===== src/rtl/mem_req_pkg.sv =====
// Shared types for the scratch-memory request controller.
// Latency: n/a (types and constants only).
// Backpressure: n/a.
package mem_req_pkg;

  localparam int MEM_AW = 5;
  localparam int MEM_DW = 8;

  typedef enum logic [1:0] {
    IDLE   = 2'd0,
    ACCESS = 2'd1,
    RESP   = 2'd2
  } ctrl_state_e;

  typedef enum logic {
    OP_READ  = 1'b0,
    OP_WRITE = 1'b1
  } mem_op_e;

  typedef struct packed {
    mem_op_e             op;
    logic [MEM_AW-1:0]   addr;
    logic [MEM_DW-1:0]   wdata;
  } mem_req_t;

endpackage


===== src/rtl/sync_fifo.sv =====
// Generic single-clock FIFO with registered occupancy count.
// Latency: a pushed entry is visible at pop_data on the following cycle; pop_data is the head, read combinationally.
// Backpressure: pushes while full and pops while empty are ignored; full/empty/count come from registers only.
module sync_fifo #(
  parameter int WIDTH = 8,
  parameter int DEPTH = 4,
  localparam int PW = $clog2(DEPTH),
  localparam int CW = PW + 1
) (
  input  logic             clk,
  input  logic             rst_n,
  input  logic             push,
  input  logic [WIDTH-1:0] push_data,
  input  logic             pop,
  output logic [WIDTH-1:0] pop_data,
  output logic             full,
  output logic             empty,
  output logic [CW-1:0]    count
);

  logic [WIDTH-1:0] store [DEPTH];
  logic [PW-1:0]    wr_ptr;
  logic [PW-1:0]    rd_ptr;
  logic             push_ok;
  logic             pop_ok;

  assign full     = (count == CW'(DEPTH));
  assign empty    = (count == '0);
  assign push_ok  = push && !full;
  assign pop_ok   = pop && !empty;
  assign pop_data = store[rd_ptr];

  // Entry storage; contents need no reset because count gates visibility.
  always_ff @(posedge clk) begin
    if (push_ok) begin
      store[wr_ptr] <= push_data;
    end
  end

  // Pointers and occupancy; DEPTH is a power of two so pointers wrap naturally.
  always_ff @(posedge clk or negedge rst_n) begin
    if (!rst_n) begin
      wr_ptr <= '0;
      rd_ptr <= '0;
      count  <= '0;
    end else begin
      if (push_ok) wr_ptr <= wr_ptr + PW'(1);
      if (pop_ok)  rd_ptr <= rd_ptr + PW'(1);
      case ({push_ok, pop_ok})
        2'b10:   count <= count + CW'(1);
        2'b01:   count <= count - CW'(1);
        default: count <= count;
      endcase
    end
  end

endmodule


===== src/rtl/mem_req_ctrl.sv =====
// Sequences queued read/write requests onto the scratch memory bus and returns read data.
// Latency: accept in cycle 0, strobe in cycle 2, read response valid from cycle 3.
// Backpressure: req_ready drops when the request FIFO is full; a stalled response holds the FSM in RESP.
module mem_req_ctrl
  import mem_req_pkg::*;
#(
  parameter int AW         = MEM_AW,
  parameter int DW         = MEM_DW,
  parameter int FIFO_DEPTH = 4
) (
  input  logic          clk,
  input  logic          rst_n,
  input  logic          req_valid,
  output logic          req_ready,
  input  logic          req_write,
  input  logic [AW-1:0] req_addr,
  input  logic [DW-1:0] req_wdata,
  output logic          rsp_valid,
  input  logic          rsp_ready,
  output logic [DW-1:0] rsp_data,
  output logic [AW-1:0] mem_addr,
  output logic [DW-1:0] mem_data_in,
  output logic          mem_write,
  output logic          mem_read,
  input  logic [DW-1:0] mem_data_out,
  output logic          busy
);

  localparam int CW = $clog2(FIFO_DEPTH) + 1;

  ctrl_state_e   state;
  ctrl_state_e   state_nxt;
  mem_req_t      req_in;
  mem_req_t      fifo_head;
  mem_req_t      cmd;
  logic          fifo_push;
  logic          fifo_pop;
  logic          fifo_full;
  logic          fifo_empty;
  logic [CW-1:0] fifo_count;
  logic          cmd_is_write;
  logic          rsp_fire;

  assign req_in.op    = req_write ? OP_WRITE : OP_READ;
  assign req_in.addr  = req_addr;
  assign req_in.wdata = req_wdata;

  // Ready comes from the registered count, so a same-cycle pop never frees a slot for a push.
  assign req_ready = !fifo_full;
  assign fifo_push = req_valid && req_ready;

  sync_fifo #(
    .WIDTH ($bits(mem_req_t)),
    .DEPTH (FIFO_DEPTH)
  ) u_req_fifo (
    .clk       (clk),
    .rst_n     (rst_n),
    .push      (fifo_push),
    .push_data (req_in),
    .pop       (fifo_pop),
    .pop_data  (fifo_head),
    .full      (fifo_full),
    .empty     (fifo_empty),
    .count     (fifo_count)
  );

  assign cmd_is_write = (cmd.op == OP_WRITE);
  assign rsp_fire     = rsp_valid && rsp_ready;

  // The bus address/data follow the command register, so they hold their value outside ACCESS.
  assign mem_addr    = cmd.addr;
  assign mem_data_in = cmd.wdata;
  assign busy        = (fifo_count != '0) || (state != IDLE);

  // FSM state register.
  always_ff @(posedge clk or negedge rst_n) begin
    if (!rst_n) begin
      state <= IDLE;
    end else begin
      state <= state_nxt;
    end
  end

  // Next-state selection; writes chain back-to-back, reads detour through RESP.
  always_comb begin
    state_nxt = state;
    case (state)
      IDLE: begin
        if (!fifo_empty) state_nxt = ACCESS;
      end
      ACCESS: begin
        if (!cmd_is_write)    state_nxt = RESP;
        else if (fifo_empty)  state_nxt = IDLE;
        else                  state_nxt = ACCESS;
      end
      RESP: begin
        if (rsp_fire) state_nxt = fifo_empty ? IDLE : ACCESS;
      end
      default: state_nxt = IDLE;
    endcase
  end

  // Strobes and FIFO pop; strobes are only ever asserted in ACCESS and are mutually exclusive.
  always_comb begin
    mem_write = 1'b0;
    mem_read  = 1'b0;
    fifo_pop  = 1'b0;
    case (state)
      IDLE: begin
        fifo_pop = !fifo_empty;
      end
      ACCESS: begin
        mem_write = cmd_is_write;
        mem_read  = !cmd_is_write;
        fifo_pop  = cmd_is_write && !fifo_empty;
      end
      RESP: begin
        fifo_pop = rsp_fire && !fifo_empty;
      end
      default: begin
        fifo_pop = 1'b0;
      end
    endcase
  end

  // Command register and response holding register.
  always_ff @(posedge clk or negedge rst_n) begin
    if (!rst_n) begin
      cmd       <= '0;
      rsp_valid <= 1'b0;
      rsp_data  <= '0;
    end else begin
      if (fifo_pop) begin
        cmd <= fifo_head;
      end
      if (state == ACCESS && !cmd_is_write) begin
        rsp_valid <= 1'b1;
        rsp_data  <= mem_data_out;
      end else if (rsp_fire) begin
        rsp_valid <= 1'b0;
      end
    end
  end

endmodule


===== config.mk =====
export PLATFORM = sky130hd
export DESIGN_NAME = mem_req_ctrl
export DESIGN_NICKNAME = d
export VERILOG_FILES = /design/src/rtl/mem_req_pkg.sv /design/src/rtl/sync_fifo.sv /design/src/rtl/mem_req_ctrl.sv
export SDC_FILE = /design/constraint.sdc
export NUM_CORES = 1
export LEC_CHECK = 0
export BUFFER_PORTS_ARGS = -buffer_cell sky130_fd_sc_hd__buf_4
export CAP_MARGIN = 20
export CORE_MARGIN = 2
export CORE_UTILIZATION = 40
export CTS_CLUSTER_DIAMETER = 60
export CTS_CLUSTER_SIZE = 40
export DETAILED_ROUTE_END_ITERATION = 12
export HOLD_SLACK_MARGIN = 0.15
export MAX_ROUTING_LAYER = met4
export PLACE_DENSITY = 0.68
export REMOVE_ABC_BUFFERS = 1
export SYNTH_ARGS = -nofsm -noshare
export SYNTH_HDL_FRONTEND = slang
export SYNTH_SLANG_ARGS = --single-unit

===== constraint.sdc =====
create_clock -name clk -period 4.8 [get_ports clk]
set_input_delay 0.24 -clock clk [delete_from_list [all_inputs] [get_ports clk]]
set_output_delay 0.24 -clock clk [all_outputs]
set_load 0.03 [all_outputs]

After elaboration in Yosys (flattened, before gate mapping)
Memory sizes are Yosys's and may differ from the RTL's. A register that Yosys moved wholly into a read port is not among the register bits. Index checks and enable logic that the tools add are counted.

RAM bits: 56. Memories: 1. Bits in registers: 18. Bits of input ports: 26.

Memories: u_req_fifo.store (words 4, width 14, rd ports 1, clocked after memory_dff 1, write ports 1, line sync_fifo.sv:21) `logic [WIDTH-1:0] store [DEPTH];`.

Muxes and demuxes: 14. Reductions and logical operators: 19. Add/sub/neg operators: 4. Eq/ne operators: 7.

Operator list (number): $mux W1 (8); $logic_and A1 B1 Y1 (7); $mux W2 (3); $pmux W2 S3 (1); $pmux W3 S2 (1); $reduce_bool A2 Y1 (3); $add A2 B1 Y2 const B (2); $eq A2 B1 Y1 const B (2); $eq A2 B2 Y1 const B (2); $logic_not A1 Y1 (4); $ne A2 B2 Y1 const B (2); $add A3 B1 Y3 const B (1); $eq A3 B3 Y1 const B (1); $logic_not A3 Y1 (1); $pmux W1 S3 (1); $reduce_bool A3 Y1 (1); $sub A3 B1 Y3 const B (1); $logic_not A2 Y1 (1); $reduce_and A2 Y1 (1); $logic_or A1 B1 Y1 (1).

Depth between registers and ports, before layout
Depth in word-level cells: 7. Depth in mapped cells: 11. Depth with buffers taken out: 10.

Modules after synthesis
Synthesis repeated with hierarchy kept, for this count alone.

Cells, all modules: 202. Area, all modules: 3618.5 µm².

Modules (own cells, without submodules): sync_fifo (cells each 110, seq. area each 1856.8 µm², area each 2481.1 µm², times used 1); mem_req_ctrl (cells each 92, seq. area each 625.6 µm², area each 1137.3 µm², times used 1).

Worst setup path after synthesis
Ideal clock, no wire load.

Path type: register to register. Start point: register state[0]. End point: register u_req_fifo.count[2]. Buffers on the path: 1. Stages on the path, launching flop included: 12. Period minus slack after synthesis: 2.566 ns. Data arrival time: 2.487 ns. Path slack: 2.234 ns. Data required time: 4.721 ns. Path through: dfrtp_1 > inv_1 > ha_1 > nand3b_1 > a311oi_4 > buf_6 > ha_1 > inv_1 > fa_1 > xor2_1 > nor2_1 > xor2_1.

Longest elaborated chain between the ends: 5. Elaborated cells on any way between the ends: 9. Classes of those cells: 4 x eq/ne; 2 x mux; 3 x reduce/logical.

Ends and longest elaborated chain: start, declared (line mem_req_ctrl.sv:31) `ctrl_state_e state;`; start signal, assigned (line mem_req_ctrl.sv:80) `state <= state_nxt;`; $eq A2 B2 Y1, or another cell as far along (line mem_req_ctrl.sv:108) `case (state)`; $pmux W1 S3 * (line mem_req_ctrl.sv:108); $logic_and A1 B1 Y1 * (line sync_fifo.sv:30) `assign pop_ok = pop && !empty;`; named net u_req_fifo.pop_ok (line sync_fifo.sv:25) `logic pop_ok;`; $eq A2 B1 Y1 / $eq A2 B2 Y1 (equally long branches) (line sync_fifo.sv:49) `case ({push_ok, pop_ok})`; $pmux W3 S2 / $reduce_bool A2 Y1 (equally long branches); end signal, assigned (line sync_fifo.sv:50) `2'b10: count <= count + CW'(1);`; end signal, assigned (line sync_fifo.sv:51) `2'b01: count <= count - CW'(1);`; end signal, assigned (line sync_fifo.sv:52) `default: count <= count;`; end, declared (line sync_fifo.sv:18) `output logic [CW-1:0] count`.

Mark *: on every way through the listed nets, which the timed path passes. The rest lies on a longest branch. A chain may end at the register's enable or synchronous reset.

Worst setup path in the final report
Start point: register state[0]. End point: register u_req_fifo.count[2].

Longest elaborated chain between the ends: 5. Elaborated cells on any way between the ends: 9. Classes of those cells: 4 x eq/ne; 2 x mux; 3 x reduce/logical.

Ends and longest elaborated chain (line): $eq A2 B2 Y1, or another cell as far along (mem_req_ctrl.sv:108); $pmux W1 S3 * (mem_req_ctrl.sv:108); $logic_and A1 B1 Y1 * (sync_fifo.sv:30); $eq A2 B1 Y1 / $eq A2 B2 Y1 (equally long branches) (sync_fifo.sv:49); $pmux W3 S2 / $reduce_bool A2 Y1 (equally long branches).

Every way passes the cells marked *; elsewhere a longest branch is shown, timed or not.

==> key figures <==
CTS
  – Max clock buf depth: 2
  – CTS tree: yes
  – Postcts setup bufs: 0
  – Worst skew pair latency: 0.35 ns
  – Clock root cell: clkbuf_8
  – Clock H-tree levels: 3
  – Clock Sinks: 88
  – Num CTS Buffers: 9
  – Clock transition at path regs: 0.09 ns

Die
  – Die width: 97.32 um
  – Initial Util: 0.4054
  – Die span in y: 97.32 um
  – Total Die Area: 9471 um^2
  – Total core area: 8593 um^2
  – Number of core rows: 34
  – I/O Pins: 52

Logic synthesis
  – Xor/xnor share of the synthesized area: 0.01509
  – Cells after Synth: 200
  – Seq/Total Area, Yosys: 0.7126
  – Complex-gate fraction of the synthesized area: 0.01796
  – Largest family of logic cells by synthesized area: multiplexers
  – Netlist Area Pre-Place: 3483 um^2
  – Syn Area/Cell: 17.42 um^2
  – Yosys cell types: 26
  – Post-Synth Adder-Cell Area: 0.03807
  – Multiplexer share of the synthesized area: 0.1390
  – Yosys reg bits: 88
  – Syn. warnings: 0
  – Synth Area in Simple Gates: 0.05424

Global routing
  – Global Route Usage Sum: 0.1374
  – Largest net degree at the start of global routing: 33
  – Grt total ovfl: 0
  – First-pass GRT wire length: 9535 um
  – Initial antenna violation count: 0
  – Vias in the first global route: 1,926

STA
  – TNS Setup: 0 ns
  – Fmax: 368.0 MHz
  – Relative slew margins: 0.3628
  – Final worst slack: 2.082 ns
  – RSZ-0062 raised after global routing: no
  – Final setup vio count: 0
  – Final min period: 2.718 ns
  – Max-slew violation count: 0
  – Final period util: 0.5662
  – Final Skew: 0.01544 ns
  – Hold Slack: 0.3043 ns
  – Hold Vio Cnt, Final: 0
  – Slew @ Worst Pin: 0.9557 ns

Power
  – PwrDens: 653.7 nW/um^2
  – Leakage: 1.757 nW
  – VDD IR max: 243.9 uV

Run status
  – Outcome: completed

Route
  – DRC viols: 0
  – Vias post-DR: 1,863
  – ANT nets after route: 0
  – Iteration-0 DRC Markers: 112
  – Post-Route WL: 5875 um
  – Mean number of vias per cell: 4.716
  – WL per Instance: 14.87 um
  – Drt first pass iters: 4

Setup path
  – Crit Path Class: flip-flop to flip-flop
  – Reg2reg start: state[0]
  – Crit path launch: state[0]
  – Crit-path max FO: 17
  – Critical Path RT: 5.06 ns
  – CP Launch Type: flip-flop
  – CP arrival: 2.98 ns
  – Worst R2R Path Depth: 11
  – Crit path capture type: flip-flop

Final layout
  – Nets@finish: 318
  – Register area: 2482 um^2
  – Antenna Cells: 0
  – Area growth, synth to finish: 26.22%
  – Footprint of the multi-input gates: 920.9 um^2
  – # fillers: 725
  – Share of cells above drive strength 1: 0.3415

Placed design
  – Dpl ws: 2.088 ns
  – RePlAce Congestion: 0.7061
  – Port-buffer cells: 51
  – Hpwl dp: 3660 um

Worst hold path
  – Hold depth: 3
  – Hold Crit Start: req_valid
  – HP Class: input port to flip-flop

Job
  – Max capacitance violation total: 0
==> sequential cells by signal (all words and copies together), names as in the netlist <==
signal,count
u_req_fifo.rd_ptr,2
rsp_data,8
mem_addr,5
u_req_fifo.count,3
cmd_is_write,1
mem_data_in,8
u_req_fifo.wr_ptr,2
state,2
u_req_fifo.store,56
rsp_valid,1
==> Yosys cell counts, drive strengths merged <==
library cell,number,share of area
dfrtp,32,0.23
mux2,15,0.048
nand2,28,0.030
clkbuf,2,0.0022
nor2,3,0.0032
and2,2,0.0036
xor2,3,0.0075
nand4,1,0.0018
clkinv,1,0.0011
inv,11,0.012
o21ai,4,0.0057
nand3b,1,0.0022
a31o,1,0.0025
and3,4,0.0072
a22oi,1,0.0022
nor3,1,0.0014
xnor2,3,0.0075
buf,3,0.0079
mux4,14,0.091
a311oi,1,0.0075
ha,9,0.032
nand3,2,0.0029
nand2b,1,0.0018
fa,1,0.0057
edfxtp,56,0.48
==> cells in the final DEF (no fill, tap or decap), types with 2 or more instances in the layout <==
cell type       n
nand3_1         2
edfxtp_1       56
and3_1          4
xnor2_1         3
buf_4          52
clkinv_4        2
mux2_2         15
inv_1          11
dlygate4sd3_1  24
xor2_1          3
clkbuf_8       10
dfrtp_1        32
nor2_1          3
nand2_1        28
and2_1          2
o21ai_0         4
mux4_2         14
ha_1            9
==> routing by layer <==
metal,vias to the layer above,share of wire,GRT usage
met5,-,0,-
met4,0,0.014,0.07051
met3,4,0.036,0.02878
met2,37,0.52,0.2238
met1,927,0.43,0.1627
li1,895,-,-
==> path summary, 6_finish.rpt <==
| kind | to | slack [ns] |
|---|---|---|
| worst max-delay path | u_req_fifo.count[2] | 2.08 |
| min in group asynchronous | mem_data_in[3] | 0.38 |
| worst min register to register | rsp_data[2] | 0.48 |
| worst max register to register | u_req_fifo.count[2] | 2.08 |
| worst min-delay path | u_req_fifo.wr_ptr[0] | 0.30 |
| max in group asynchronous | mem_addr[4] | 4.10 |
==> metrics by stage <==
stage	total power [mW]	utilization	std cells	cell area, um^2
CTS	2.915	0.5116	395	4397
finish	2.874	0.5116	395	4397
global placement	2.398	0.4624	355	3974
global route	3.054	0.5116	395	4397
floorplan	2.042	-	195	3448
detailed placement	2.436	0.4624	355	3974
==> power by group <==
| group | switching, mW | total, mW | internal (mW) |
|---|---|---|---|
| Sequential | 0.163 | 1.22 | 1.06 |
| Clock | 0.260 | 0.467 | 0.207 |
| Combinational | 0.619 | 1.18 | 0.563 |
==> worst max-delay path: stages (launching register included) <==
cell and delay [ns]:
dfrtp_1 0.39, inv_1 0.09, ha_1 0.24, nand3b_1 0.22, a311oi_4 0.30, buf_4 0.30, ha_1 0.23, inv_1 0.06
fa_1 0.38, xor2_1 0.15, nor2_1 0.11, xor2_1 0.16
==> cells by family (layout without fill, tap and decap cells) <==
| group | Yosys count | in the layout |
|---|---|---|
| flops | 88 | 88 |
| simple gates | 43 | 43 |
| mux | 29 | 29 |
| buf+inv | 17 | 104 |
| fa+ha+maj | 10 | 10 |
| compound gates | 7 | 7 |
| xor+xnor | 6 | 6 |
==> layout make-up <==
type                            instances  share of cell area
Sequential cell                        88              0.5646
Multi-Input combinational cell         95              0.2094
Timing Repair Buffer                   76              0.1434
Clock buffer                           11             0.03216
Tap cell                              108             0.03073
Inverter                               12             0.01024
Clock inverter                          5            0.009391
==> what timing repair did <==
item,CTS,global route
endpoints found under the hold margin,97,0
hold buffers,24,0
endpoints found under the setup margin,0,0
gates resized for setup,0,0
(Power assumes the default switching activity.)
